`config.mk`:
```
export PLATFORM = sky130hd
export DESIGN_NAME = row_slider
export DESIGN_NICKNAME = d
export VERILOG_FILES = /design/src/rtl/stacker_pkg.sv /design/src/rtl/frame_divider.sv /design/src/rtl/row_slider.sv
export SDC_FILE = /design/constraint.sdc
export NUM_CORES = 1
export LEC_CHECK = 0
export CELL_PAD_IN_SITES_DETAIL_PLACEMENT = 1
export CELL_PAD_IN_SITES_GLOBAL_PLACEMENT = 1
export CORE_UTILIZATION = 29
export CTS_CLUSTER_DIAMETER = 150
export DETAILED_ROUTE_END_ITERATION = 10
export HOLD_SLACK_MARGIN = 0.05
export PLACE_DENSITY_LB_ADDON = 0.05
export SYNTH_ARGS = -nofsm -noshare
export SYNTH_HDL_FRONTEND = slang
export SYNTH_SLANG_ARGS = --single-unit
```
`constraint.sdc`:
```
create_clock -name clk -period 4.45 [get_ports clk]
set_input_delay 0.89 -clock clk [delete_from_list [all_inputs] [get_ports clk]]
set_output_delay 0.89 -clock clk [all_outputs]
set_load 0.05 [all_outputs]
```
`src/rtl/stacker_pkg.sv`:
```
// Shared definitions for the block stacker: FSM and direction encodings,
// default playfield geometry and the video frame rate.
package stacker_pkg;

   localparam int ROW_W_DEF   = 8;
   localparam int SPEED_W_DEF = 6;
   localparam int FPS         = 60;

   typedef enum logic [1:0] {
      ST_IDLE = 2'd0,
      ST_MOVE = 2'd1,
      ST_EVAL = 2'd2
   } state_e;

   typedef enum logic {
      DIR_RIGHT = 1'b0,
      DIR_LEFT  = 1'b1
   } dir_e;

endpackage

```
`src/rtl/frame_divider.sv`:
```
// Divides frame_tick down to one step every max(speed_count,1) frames.
// The counter holds at zero while clear is high.
module frame_divider
   import stacker_pkg::*;
#(
   parameter int SPEED_W = SPEED_W_DEF
) (
   input  logic               clk,
   input  logic               resetn,
   input  logic               frame_tick,
   input  logic [SPEED_W-1:0] speed_count,
   input  logic               clear,
   output logic               step
);

   logic [SPEED_W-1:0] cnt_q, cnt_d;
   logic [SPEED_W-1:0] limit;

   // >= rather than == so that lowering speed_count mid-row below the current
   // count steps at the next tick instead of running the counter round its range.
   always_comb begin
      limit = (speed_count == '0) ? '0 : speed_count - 1'b1;
      step  = frame_tick && !clear && (cnt_q >= limit);
      cnt_d = cnt_q;
      if (clear) begin
         cnt_d = '0;
      end else if (frame_tick) begin
         cnt_d = step ? '0 : cnt_q + 1'b1;
      end
   end

   always_ff @(posedge clk or negedge resetn) begin
      if (!resetn) begin
         cnt_q <= '0;
      end else begin
         cnt_q <= cnt_d;
      end
   end

endmodule

```
`src/rtl/row_slider.sv`:
```
// Moving-row engine: sweeps a row of blocks back and forth and scores drops
// against the stack. Define ROW_SLIDER_TRIM_EN to size/place rows from the stack.
module row_slider
   import stacker_pkg::*;
#(
   parameter int ROW_W   = ROW_W_DEF,
   parameter int SPEED_W = SPEED_W_DEF,
   parameter int NB_W    = 4
) (
   input  logic               clk,
   input  logic               resetn,
   input  logic               frame_tick,
   input  logic               go,
   input  logic               drop,
   input  logic [SPEED_W-1:0] speed_count,
   input  logic [NB_W-1:0]    num_blocks,
   output logic [ROW_W-1:0]   row_out,
   output logic [ROW_W-1:0]   stack_row,
   output logic               busy,
   output logic               next_signal,
   output logic               fail,
   output logic [3:0]         row_index
);

   state_e             state_q, state_d;
   dir_e               dir_q, dir_d;
   logic [ROW_W-1:0]   row_q, row_d;
   logic [ROW_W-1:0]   stack_q, stack_d;
   logic [3:0]         idx_q, idx_d;
   logic               next_q, next_d;
   logic               fail_q, fail_d;
   logic [ROW_W-1:0]   ov;
   logic               step;
   int                 w;
   int                 pos;

   frame_divider #(.SPEED_W(SPEED_W)) u_div (
      .clk         (clk),
      .resetn      (resetn),
      .frame_tick  (frame_tick),
      .speed_count (speed_count),
      .clear       (state_q != ST_MOVE),
      .step        (step)
   );

   function automatic logic [ROW_W-1:0] load_mask(input int width, input int lsb);
      logic [ROW_W-1:0] m;
      for (int i = 0; i < ROW_W; i++) begin
         m[i] = (i >= lsb) && (i < lsb + width);
      end
      return m;
   endfunction

`ifdef ROW_SLIDER_TRIM_EN
   function automatic int popcount(input logic [ROW_W-1:0] v);
      int c;
      c = 0;
      for (int i = 0; i < ROW_W; i++) begin
         c += int'(v[i]);
      end
      return c;
   endfunction

   function automatic int lowest_set(input logic [ROW_W-1:0] v);
      int p;
      p = 0;
      for (int i = ROW_W - 1; i >= 0; i--) begin
         if (v[i]) p = i;
      end
      return p;
   endfunction
`endif

   always_comb begin
`ifdef ROW_SLIDER_TRIM_EN
      w   = (int'(num_blocks) < popcount(stack_q)) ? int'(num_blocks) : popcount(stack_q);
      pos = lowest_set(stack_q);
`else
      w   = int'(num_blocks);
      pos = 0;
`endif
      if (w > ROW_W) w = ROW_W;
      if (w == 0)    w = 1;
   end

   always_comb begin
      state_d = state_q;
      dir_d   = dir_q;
      row_d   = row_q;
      stack_d = stack_q;
      idx_d   = idx_q;
      next_d  = 1'b0;
      fail_d  = 1'b0;
      ov      = row_q & stack_q;
      case (state_q)
         ST_IDLE: begin
            if (go) begin
               row_d   = load_mask(w, pos);
               dir_d   = DIR_RIGHT;
               state_d = ST_MOVE;
            end
         end
         ST_MOVE: begin
            // A full-width row has nowhere to go, so it never shifts or bounces.
            if (drop) begin
               state_d = ST_EVAL;
            end else if (step && (row_q != '1)) begin
               if (dir_q == DIR_RIGHT) begin
                  if (!row_q[ROW_W-1]) begin
                     row_d = row_q << 1;
                  end else begin
                     dir_d = DIR_LEFT;
                     row_d = row_q >> 1;
                  end
               end else begin
                  if (!row_q[0]) begin
                     row_d = row_q >> 1;
                  end else begin
                     dir_d = DIR_RIGHT;
                     row_d = row_q << 1;
                  end
               end
            end
         end
         ST_EVAL: begin
            if (ov != '0) begin
               stack_d = ov;
               row_d   = ov;
               next_d  = 1'b1;
               idx_d   = idx_q + 4'd1;
            end else begin
               stack_d = '1;
               row_d   = '0;
               fail_d  = 1'b1;
               idx_d   = 4'd0;
            end
            state_d = ST_IDLE;
         end
         default: state_d = ST_IDLE;
      endcase
   end

   always_ff @(posedge clk or negedge resetn) begin
      if (!resetn) begin
         state_q <= ST_IDLE;
         dir_q   <= DIR_RIGHT;
         row_q   <= '0;
         stack_q <= '1;
         idx_q   <= 4'd0;
         next_q  <= 1'b0;
         fail_q  <= 1'b0;
      end else begin
         state_q <= state_d;
         dir_q   <= dir_d;
         row_q   <= row_d;
         stack_q <= stack_d;
         idx_q   <= idx_d;
         next_q  <= next_d;
         fail_q  <= fail_d;
      end
   end

   assign row_out     = row_q;
   assign stack_row   = stack_q;
   assign busy        = (state_q != ST_IDLE);
   assign next_signal = next_q;
   assign fail        = fail_q;
   assign row_index   = idx_q;

endmodule
```
## Yosys cells after proc, flatten, opt, wreduce, memory -nomap -nowiden

Index checks and enable logic that the tools add are counted.

- Add/sub/neg operators: 3
- Multiply operators: 0
- Div/mod/pow operators: 0
- $lt $le $gt $ge: 10
- Equal/unequal tests: 8
- Shift-type cells: 0
- Muxes and demuxes: 30
- Bitwise operators: 1
- Reductions and logical operators: 15

Operators by type and width:

| kind | number |
|---|---|
| $mux W8 | 8 |
| $logic_not A32 Y1 | 1 |
| $lt A1 B32 Y1 const A | 1 |
| $mux W6 | 4 |
| $pmux W8 S3 | 1 |
| $lt A3 B4 Y1 const A | 4 |
| $mux W4 | 3 |
| $mux W1 | 10 |
| $and A8 B8 Y8 | 1 |
| $lt A2 B4 Y1 const A | 2 |
| $ne A2 B2 Y1 const B | 4 |
| $ne A8 B8 Y1 const B | 1 |
| $reduce_and A4 Y1 | 2 |
| $reduce_bool A8 Y1 | 1 |
| $add A6 B1 Y6 const B | 1 |
| $ge A6 B6 Y1 | 1 |
| $logic_not A6 Y1 | 1 |
| $reduce_bool A2 Y1 | 3 |
| $sub A6 B1 Y6 const B | 1 |
| $add A4 B1 Y4 const B | 1 |
| $gt A4 B4 Y1 const B | 1 |
| $lt A1 B4 Y1 const A | 1 |
| $mux W2 | 2 |
| $pmux W2 S2 | 1 |
| 9 further kinds | 11 |

- Register bits after elaboration: 31
- Bits in latches: 0
- Bits in writable memories: 0
- Bits in read-only memories: 0
- Output and inout port bits: 23
- Word-level logic and storage cells: 75
- Memories: 0

## Longest topological paths before layout

- Depth in word-level cells: 8
- Mapped depth: 11
- Depth with buffers taken out: 10

## Hierarchy

Synthesis repeated with hierarchy kept, for this count alone.

- Cells, all modules: 210
- Area total of the unflattened synthesis: 1940.6 um^2

Modules (own cells, without submodules):

| module | times used | cells an instance | area an instance (um^2) | sequential area each (um^2) |
|---|---|---|---|---|
| row_slider | 1 | 144 | 1373.8 | 635.6 |
| frame_divider | 1 | 66 | 566.8 | 150.1 |

## Worst setup path before layout

Ideal clock, no wire load.

- Path kind: in2reg
- Start: in speed_count[0]
- End: reg u_div.cnt_q[5]
- Setup time: 0.080 ns
- Data arrival time: 2.824 ns
- Required time: 4.370 ns
- Path slack: 1.546 ns
- Stages: 11
- Cells stage by stage: inv_1 > ha_1 > nand3b_1 > and2_1 > ha_1 > nand2b_4 > a21oi_2 > o221ai_2 > buf_6 > or4_1 > a21oi_1

- Cells in the longest elaborated chain, start to end: 7
- Elaborated cells on any way between the ends: 8
- Classes of those cells: 1 x add/sub; 1 x order compare; 4 x mux; 2 x reduce/logical

Ends and longest elaborated chain:

| item | RTL line | text |
|---|---|---|
| from (decl) | row_slider.sv:15 | `input logic [SPEED_W-1:0] speed_count,` |
| $sub A6 B1 Y6 or $logic_not A6 Y1 (tied branches) | frame_divider.sv:22 | `limit = (speed_count == '0) ? '0 : speed_count - 1'b1;` |
| $mux W6 * | frame_divider.sv:22 |  |
| $ge A6 B6 Y1 * | frame_divider.sv:23 | `step = frame_tick && !clear && (cnt_q >= limit);` |
| $logic_and A1 B1 Y1 * | frame_divider.sv:23 |  |
| $mux W6 * | frame_divider.sv:28 | `cnt_d = step ? '0 : cnt_q + 1'b1;` |
| $mux W6 * | frame_divider.sv:27 | `end else if (frame_tick) begin` |
| $mux W6 * | frame_divider.sv:25 | `if (clear) begin` |
| to (signal assigned) | frame_divider.sv:36 | `cnt_q <= cnt_d;` |
| to (decl) | frame_divider.sv:16 | `logic [SPEED_W-1:0] cnt_q, cnt_d;` |

Every way passes the cells marked *; elsewhere a longest branch is shown, timed or not. The select of a mux whose other input is x is not followed.
A chain may end at the register's enable or synchronous reset.

## Worst setup path after layout

- Start: in speed_count[3]
- End: reg row_q[6], in the netlist row_out[6]

- Cells in the longest elaborated chain, start to end: 7
- Elaborated cells on any way between the ends: 8
- Classes of those cells: 1 x add/sub; 1 x order compare; 1 x eq/ne; 1 x mux; 4 x reduce/logical

Ends and longest elaborated chain:

| item | RTL line | text |
|---|---|---|
| $sub A6 B1 Y6 or $logic_not A6 Y1 (tied branches) | frame_divider.sv:22 |  |
| $mux W6 * | frame_divider.sv:22 |  |
| $ge A6 B6 Y1 * | frame_divider.sv:23 |  |
| $logic_and A1 B1 Y1 * | frame_divider.sv:23 |  |
| $logic_and A1 B1 Y1 * | row_slider.sv:107 | `end else if (step && (row_q != '1)) begin` |
| $ne A2 B2 Y1 (no source line) * | - |  |
| $reduce_and A4 Y1 (no source line) * | - |  |
| to (signal assigned) | row_slider.sv:155 | `row_q <= row_d;` |
| to (decl) | row_slider.sv:27 | `logic [ROW_W-1:0] row_q, row_d;` |

Every way passes the cells marked *; elsewhere a longest branch is shown, timed or not.

==> reports/qor.txt <==
CTS tree: built
top_reg_cell synth: dfrtp_1
RSZ-0062 raised after global routing: false
required time worst endpoint: 4.62 ns
Tot GR Track Use: 17.2%
DRT iter0 DRCs: 77
period utilisation layout: 78.7%
post_cts resized: 0
most frequent cells after synthesis: nand2_1 (31), o21ai_0 (28), dfrtp_1 (23)
met1 Use GR: 24.1%
register area share after synthesis: 38.2%
post-route ant nets: 0
# rows: 30
R2R setup slack: 2.19 ns
Final Hold Viols: 0
Unique masters post-synth: 47
Initial Util: 30.1%
setup_tns: 0 ns
met3 Track Usage GR: 3.14%
Post-CTS Setup Bufs: 0
Max Buffers Root-to-Sink: 2
Synth top area share: 27.9%
Num CTS Buffers: 5
max_cap viols: 0
Syn Inst Count: 236
Crit Path Category: in2reg
Worst Hold Class: reg2reg
crit path DAT: 3.68 ns
crit path time final: 3.50 ns
# diodes: 0
GP Congestion: 0.777
CP startpoint kind: primary input
met2 global-route usage: 27.3%
Avg Cell Area, Syn: 8.73 um^2
DRT Wirelength: 5.78 mm
leading area contributor after synthesis: dfrtp_1
Via Count: 1878
Syn Nets: 264
top post-synthesis cells by area: dfrtp_1 (28%), dfstp_2 (10%), ha_1 (7.9%), o21ai_0 (6.8%), nand2_1 (5.7%)
core footprint: 6830 um^2
Avg WL per Cell: 15.7 um
root buf cell: clkbuf_8
worst setup slack after layout: 0.946 ns
antenna violations before repair: 0
Final Net Count: 300
Die H: 86.3 um
peak supply drop: 0.379 mV
Crit Path Max Fanout: 11
skew final: 0.00670 ns
num ports: 38
EDFF count, synth: 0
Via density: 5.09
drt pass-1 iters: 4
drc violations: 0
Slew Viols, Final: 0
DPL Wire Length: 4.20 mm
Setup violations, final: 0
I/O Buffers: 37
Yosys reg bits: 31
full die area: 7440 um^2
FFs w/ async S/R, synth: 100%
clk sinks: 31
Worst-path clk slew: 0.07 ns
global-route wire length before repair: 9.85 mm
share of layout cells above drive strength 1: 9.52%
status: complete, no violations
most common cell in the netlist: nand2_1
die width: 86.3 um
f_max: 285 MHz
number of global-route vias before repair: 1945
leakage: 1.11 nW
synth warn: 0
Rel. slew slack: 61.3%
area of the mapped netlist: 2060 um^2
H-tree levels: 2
P per Cell Area: 775 nW/um^2
Setup crit end kind: register
global route total overflow: 0
Slew @ Worst Pin: 0.581 ns
GR peak layer: met2
clock latency on the worst-skew pair: 0.29 ns
Layout area overhead: 26.1%
pin count of the biggest net entering global routing: 32
hold_buf cts: 0
dpl ws: 0.635 ns
-- metal layers --
layer	routed length (um)	share of wire [%]	vias up
li1	-	-	919
met1	2940	51	926
met2	2600	45	26
met3	171	3.0	7
met4	70	1.2	0
met5	0	0	-
-- cells by family (layout without fill, tap and decap cells) --
group,after synthesis,count (layout),share of synthesized area (%)
XOR/XNOR,2,2,0.851
AND/OR/NAND/NOR,91,91,22.0
adder cells (fa/ha/maj),13,13,7.90
multiplexers,10,10,5.89
flip-flops,31,31,38.2
AO/OA/AOI/OAI,66,66,20.2
buffers and inverters,23,60,5.04
-- state kept, by name, indices dropped and copies added (netlist names) --
signal,cells
row_out,8
stack_row,8
u_div.cnt_q,6
row_index,4
state_q,2
dir_q,1
fail,1
next_signal,1
-- cell type report --
type	instances	area [um^2]
Tap cell	96	120
Sequential cell	31	786
Clock buffer	7	86.3
Clock inverter	1	5.00
Fill cell	813	4230
Multi-Input combinational cell	182	1170
Inverter	14	52.6
Timing Repair Buffer	38	378
-- worst max-delay path, cell delays in order --
cell and delay, ns:
clkdlybuf4s50_1 0.45, nor3_1 0.28, nand3b_1 0.19, and2_1 0.21, ha_1 0.27, nand2b_4 0.11
a21oi_2 0.06, o221ai_2 0.41, a21o_1 0.46, mux2_4 0.34
-- stage by stage --
step	total power [W]	util, %	hold WS, ns	cell area, um^2	std cells
2_1_floorplan	0.00141	-	0.531	2060	236
3_3_place_gp	0.00179	36.7	0.488	2510	361
3_5_place_dp	0.00179	36.7	0.497	2510	361
4_1_cts	0.00204	38.0	0.512	2600	369
5_1_grt	0.00217	38.0	0.536	2600	369
6_report	0.00201	38.0	0.507	2600	369
-- placed cells by master (no fill, tap or decap), types with 4 or more instances in the layout --
master           count
a22oi_1              4
mux2i_1              5
dfstp_2              8
nor2b_1              4
nor3_1               6
o21ai_0             28
nand3_1             15
inv_1               13
clkdlybuf4s50_1     37
clkbuf_8             6
ha_1                13
nand2_1             31
nor2_1              13
mux2_4               4
a21oi_1             11
dfrtp_1             23
-- worst paths after layout --
path | from | endpoint | cells after the start
min in group asynchronous | resetn | u_div.cnt_q[5] | 2
worst max-delay path | speed_count[3] | row_out[6] | 10
max in group asynchronous | resetn | stack_row[5] | 2
worst min-delay path | stack_row[4] | stack_row[4] | 2
worst max register to register | u_div.cnt_q[0] | row_out[6] | 7
worst min register to register | stack_row[4] | stack_row[4] | 2
-- report_power, final --
part	internal [W]	switching, W
Combinational	0.000445	0.000752
Sequential	0.000416	0.000163
Clock	0.000125	0.000114
Note: power is estimated with default switching activity, not from simulation.
